`src/rtl/usrt_rx_deframer.sv`:
```
// Receive deframer: checks parity/framing of strobed frames and queues them in a small FIFO.
// Define USRT_RX_ERRCNT_EN to build the saturating parity/framing/overrun error counters.
module usrt_rx_deframer #(
  parameter int DATA_W = 8,
  parameter int DEPTH  = 4,
  parameter int CNT_W  = 8
) (
  input  logic                i_Pclk,
  input  logic                i_Rst,
  input  logic [1:0]          i_Parity,
  input  logic                i_Strobe,
  input  logic [DATA_W+2:0]   i_Frame,
  output logic [DATA_W-1:0]   o_Data,
  output logic                o_ParityOK,
  output logic                o_FrameOK,
  output logic                o_Valid,
  input  logic                i_Ready,
  output logic                o_Full,
  output logic                o_Overrun,
  output logic [CNT_W-1:0]    o_ParErrCnt,
  output logic [CNT_W-1:0]    o_FrmErrCnt,
  output logic [CNT_W-1:0]    o_OvrCnt,
  input  logic                i_ClrCnt
);

  localparam int AW = (DEPTH > 1) ? $clog2(DEPTH) : 1;
  localparam int PW = AW + 1;
  localparam int EW = DATA_W + 2;

  localparam logic [1:0] PAR_NONE = 2'b00;
  localparam logic [1:0] PAR_ODD  = 2'b01;
  localparam logic [1:0] PAR_EVEN = 2'b10;
  localparam logic [1:0] PAR_MARK = 2'b11;

  logic [DATA_W-1:0] frame_data;
  logic              frame_par;
  logic              parity_ok;
  logic              frame_ok;

  logic [PW-1:0]     wr_ptr;
  logic [PW-1:0]     rd_ptr;
  logic [EW-1:0]     mem [DEPTH];
  logic [EW-1:0]     head;

  logic              empty;
  logic              full;
  logic              pop;
  logic              push;
  logic              drop;
  logic              overrun_q;

  assign frame_data = i_Frame[DATA_W:1];
  assign frame_par  = i_Frame[DATA_W+1];
  assign frame_ok   = ~i_Frame[0] & i_Frame[DATA_W+2];

  always_comb begin
    parity_ok = 1'b1;
    case (i_Parity)
      PAR_NONE: parity_ok = 1'b1;
      PAR_ODD:  parity_ok = ^{frame_data, frame_par};
      PAR_EVEN: parity_ok = ~(^{frame_data, frame_par});
      PAR_MARK: parity_ok = frame_par;
      default:  parity_ok = 1'b1;
    endcase
  end

  // Pointers carry one extra wrap bit: equal MSBs with equal index means empty, differing MSBs means full.
  assign empty = (wr_ptr == rd_ptr);
  assign full  = (wr_ptr[AW] != rd_ptr[AW]) && (wr_ptr[AW-1:0] == rd_ptr[AW-1:0]);

  // A pop frees a slot on the same edge, so a full FIFO can still accept a strobe.
  assign pop  = ~empty & i_Ready;
  assign push = i_Strobe & (~full | pop);
  assign drop = i_Strobe & full & ~pop;

  always_ff @(posedge i_Pclk or posedge i_Rst) begin
    if (i_Rst) begin
      wr_ptr    <= '0;
      rd_ptr    <= '0;
      overrun_q <= 1'b0;
    end else begin
      if (push) wr_ptr <= wr_ptr + PW'(1);
      if (pop)  rd_ptr <= rd_ptr + PW'(1);
      overrun_q <= drop;
    end
  end

  always_ff @(posedge i_Pclk) begin
    if (push) mem[wr_ptr[AW-1:0]] <= {frame_data, parity_ok, frame_ok};
  end

  assign head       = empty ? '0 : mem[rd_ptr[AW-1:0]];
  assign o_Data     = head[EW-1:2];
  assign o_ParityOK = head[1];
  assign o_FrameOK  = head[0];
  assign o_Valid    = ~empty;
  assign o_Full     = full;
  assign o_Overrun  = overrun_q;

`ifdef USRT_RX_ERRCNT_EN
  logic [CNT_W-1:0] par_cnt;
  logic [CNT_W-1:0] frm_cnt;
  logic [CNT_W-1:0] ovr_cnt;

  always_ff @(posedge i_Pclk or posedge i_Rst) begin
    if (i_Rst) begin
      par_cnt <= '0;
      frm_cnt <= '0;
      ovr_cnt <= '0;
    end else if (i_ClrCnt) begin
      par_cnt <= '0;
      frm_cnt <= '0;
      ovr_cnt <= '0;
    end else begin
      if (push && !parity_ok && (par_cnt != '1)) par_cnt <= par_cnt + CNT_W'(1);
      if (push && !frame_ok  && (frm_cnt != '1)) frm_cnt <= frm_cnt + CNT_W'(1);
      if (drop && (ovr_cnt != '1))               ovr_cnt <= ovr_cnt + CNT_W'(1);
    end
  end

  assign o_ParErrCnt = par_cnt;
  assign o_FrmErrCnt = frm_cnt;
  assign o_OvrCnt    = ovr_cnt;
`else
  logic unused_clr;
  assign unused_clr  = i_ClrCnt;
  assign o_ParErrCnt = '0;
  assign o_FrmErrCnt = '0;
  assign o_OvrCnt    = '0;
`endif

endmodule

```
`config.mk`:
```
export PLATFORM = sky130hd
export DESIGN_NAME = usrt_rx_deframer
export DESIGN_NICKNAME = d
export VERILOG_FILES = /design/src/rtl/usrt_rx_deframer.sv
export SDC_FILE = /design/constraint.sdc
export NUM_CORES = 1
export LEC_CHECK = 0
export CORE_UTILIZATION = 55
export CTS_BUF_LIST = sky130_fd_sc_hd__clkbuf_4
export DETAILED_ROUTE_END_ITERATION = 6
export PLACE_DENSITY = 0.89
export SLEW_MARGIN = 15
export SYNTH_ARGS = -nofsm -noshare
export SYNTH_HDL_FRONTEND = slang
export SYNTH_SLANG_ARGS = --single-unit
```
`constraint.sdc`:
```
create_clock -name i_Pclk -period 3.39 [get_ports i_Pclk]
set_input_delay 0.5085 -clock i_Pclk [delete_from_list [all_inputs] [get_ports i_Pclk]]
set_output_delay 0.5085 -clock i_Pclk [all_outputs]
set_load 0.05 [all_outputs]
```
==> metrics.md <==
| Metric | Value |
|---|---|
| Status | completed |
| Most common cell in the netlist | sky130_fd_sc_hd__edfxtp_1 |
| Sequential cell area fraction in the yosys report | 61.8% |
| Proportion of netlist area held by the largest area contributor | 54.0% |
| Resize count post-CTS | 0 |
| Worst slew margin relative to its limit | 60.4% |
| Number of hold-slack violations in the final timing report | 0 |
| # Max-Cap Violations | 0 |
| Number of enable-type register cells in the synthesized netlist | 40 |
| Total clock sinks | 47 |
| Multiplexer share of the synthesized area | 12.0% |
| Wire length of the first global-routing pass | 5.67 mm |
| Drt total wl | 3.50 mm |
| Reg clk slew, reported paths | roughly 0.12 ns |
| Number of global-route vias before repair | approximately 1200 |
| Effective utilization at floorplan | 59.0% |
| Die boundary width | ~66 um |
| Via density per instance | 5.06 |
| Post-CTS setup repair buffer count | 0 |
| CP endpoint kind | output pin |
| Remaining antenna violation count after routing | 0 |
| Transition time at the pin with the least slew margin | 0.592 ns |
| Met2 wire length | 1.93 mm |
| Mapped cell area | roughly 0.0022 sq mm |
| Wire length per cell | 15.2 um |
| Global placer's final weighted congestion | 0.712 |
| Synthesis Warnings | 0 |
| Synth top cells by count | sky130_fd_sc_hd__edfxtp_1, sky130_fd_sc_hd__buf_4, sky130_fd_sc_hd__xnor2_1 |
| Antenna violations before repair | 0 |
| Data arrival time of the critical path | ~2.7 ns |
| Clock tree from TritonCTS | built |
| Final Slew Violations | 0 |
| Uppermost routed layer | met4 |
| Setup Viol. Count Final | 0 |
| Iteration count of the initial detailed-routing pass | 4 |
| Clock root buffer | sky130_fd_sc_hd__clkbuf_4 |
| Overall Global Routing Usage | 19.2% |
| CTS Buffer Depth | 2 |
| Sum of net half-perimeters after detailed placement | 2.54 mm |
| I/O pin cnt | between 50 and 60 |
| WL met3 | ~150 um |
| CTS H-tree lvls | 2 |
| Antenna diode instance count | 0 |
| Clock insertion delay at the later pin of the skew report | 0.35 ns |
| Placeable Area | about 0.0038 sq mm |
| Main combinational cell family by area after synthesis | multiplexers |
| Total via count in the routed design | 1164 |
| GRT Residual Overflow | 0 |
| Die area | 0.00431 sq mm |
| Synth Area in XOR/XNOR | approximately 5.9% |
| Critical path launch point type | flop |
| Post-synthesis async set-or-reset flop share | 14.9% |
| Number of different library cells in the post-synthesis netlist | 23 |
| Unrepaired setup endpoints after global routing | no |
| Std-Cell Rows | 22 |
| Synthesized-area fraction occupied by and/or/nand/nor cells | 5.28% |
| Synthesized netlist cell count | 142 |
| Pin count of the biggest net entering global routing | 14 |
| Worst Path Max Fanout | 6 |
| Critical Setup Path Class | flop to output pin |
| Share of cells above drive strength 1 | 15.4% |
| Count of hold-fix buffers inserted at cts | 0 |
| Main flop type after synthesis | sky130_fd_sc_hd__edfxtp_1 |
| Number of DRC markers in iteration 0 | 26 |
| Post-synthesis register bit count | 47 |
| Complex-gate fraction of the synthesized area | 1.85% |
| Setup tns final | 0 ns |
| Growth of design area from synthesis to finish | 15.8% |
| Syn_area_per_cell | 15.7 sq um |
| Biggest area consumer among synthesized cells | sky130_fd_sc_hd__edfxtp_1 |
| Vertical die dimension | around 66 um |
| Total CTS buffers | 5 |
| Min cycle time layout | 3.19 ns |
| Share of the clock period used by the worst path | 94.2% |
| Worst Path Required | roughly 2.9 ns |
| Path class of the lowest-slack min-delay path | primary input to async pin |
| PortBufs | 29 |
| Largest cells by area after synthesis | sky130_fd_sc_hd__edfxtp_1, sky130_fd_sc_hd__mux4_2, sky130_fd_sc_hd__buf_4 |
| Layout Nets | about 200 |
| Maximum achievable frequency | 313 MHz |
| Adder and majority gate portion of the synthesized area | 2.81% |
| DRC violation count after routing | 0 |
| Worst clock skew on the final layout | 0.00559 ns |
| Met1 layer wirelength in the final routing | 1.39 mm |
final timing paths:
kind                       slack, ns        end      start  depth (start not counted)
min in group i_Pclk             0.55  rd_ptr[2]  rd_ptr[2]                          1
setup / recovery                0.20  o_Data[1]  wr_ptr[1]                          6
setup reg to reg                1.37  mem[3][0]  rd_ptr[2]                          4
max in group asynchronous       2.79  wr_ptr[2]      i_Rst                          2
hold / removal                  0.38  wr_ptr[1]      i_Rst                          2
hold reg to reg                 0.55  rd_ptr[2]  rd_ptr[2]                          1
critical path, cell delays in order (launching register included):
cell	delay (ns)
sky130_fd_sc_hd__dfrtp_1	0.46
sky130_fd_sc_hd__xnor2_1	0.17
sky130_fd_sc_hd__nand2_1	0.18
sky130_fd_sc_hd__nor2_1	0.41
sky130_fd_sc_hd__buf_4	0.23
sky130_fd_sc_hd__and2b_1	0.18
sky130_fd_sc_hd__clkdlybuf4s50_1	0.69
layout make-up:
class	instances	area, sq um
Inverter	8	30.0
Sequential cell	47	1380
Multi-Input combinational cell	83	711
Clock buffer	7	52.6
Fill cell	244	1190
Tap cell	48	60.1
Timing Repair Buffer	36	343
Clock inverter	1	5.00
stage by stage:
step	hold WS, ns	cell area, sq um	utilization, %	worst slack, ns	cells
2_1_floorplan	0.312	2310	-	1.18	165
3_3_place_gp	0.520	2520	66.8	0.637	222
3_5_place_dp	0.527	2520	66.8	0.560	222
4_1_cts	0.369	2580	68.3	0.150	230
5_1_grt	0.410	2580	68.3	0.0109	230
6_report	0.376	2580	68.3	0.198	230
routing by layer:
layer | track usage [%] | vias up
met4 | 5.71 | 0
met3 | 5.56 | 4
met1 | 21.8 | 578
met2 | 34.7 | 45
met5 | 0 | -
li1 | - | 537
cells by family after synthesis:
group / count (synthesis)
adder cells (fa/ha/maj): 5
XOR/XNOR: 15
flip-flops: 47
multiplexers: 14
other: 1
buffers and inverters: 35
AO/OA/AOI/OAI: 4
AND/OR/NAND/NOR: 21
cells in the final DEF (no fill, tap or decap):
master and instances:
sky130_fd_sc_hd__mux2i_1 2, sky130_fd_sc_hd__xor2_1 2, sky130_fd_sc_hd__conb_1 24, sky130_fd_sc_hd__nor2_1 6, sky130_fd_sc_hd__nand2_1 1, sky130_fd_sc_hd__nand2b_1 2, sky130_fd_sc_hd__o211ai_1 1, sky130_fd_sc_hd__o21ai_0 1
sky130_fd_sc_hd__o31ai_4 1, sky130_fd_sc_hd__clkinv_2 1, sky130_fd_sc_hd__edfxtp_1 40, sky130_fd_sc_hd__buf_4 7, sky130_fd_sc_hd__xnor2_1 13, sky130_fd_sc_hd__inv_1 8, sky130_fd_sc_hd__a22oi_1 1, sky130_fd_sc_hd__clkdlybuf4s50_1 29
sky130_fd_sc_hd__and2b_1 1, sky130_fd_sc_hd__dfrtp_1 7, sky130_fd_sc_hd__nor4b_1 1, sky130_fd_sc_hd__mux2_2 2, sky130_fd_sc_hd__ha_1 5, sky130_fd_sc_hd__clkbuf_4 7, sky130_fd_sc_hd__nor2b_1 10, sky130_fd_sc_hd__mux4_2 10
registers in the layout, indices dropped and copies added (netlist names):
signal,flops
mem,40
o_Overrun,1
wr_ptr,3
rd_ptr,3
Power is left out: the tool's default activity adds up to more than one toggle a clock period on the data nets, which glitch-free logic cannot reach.
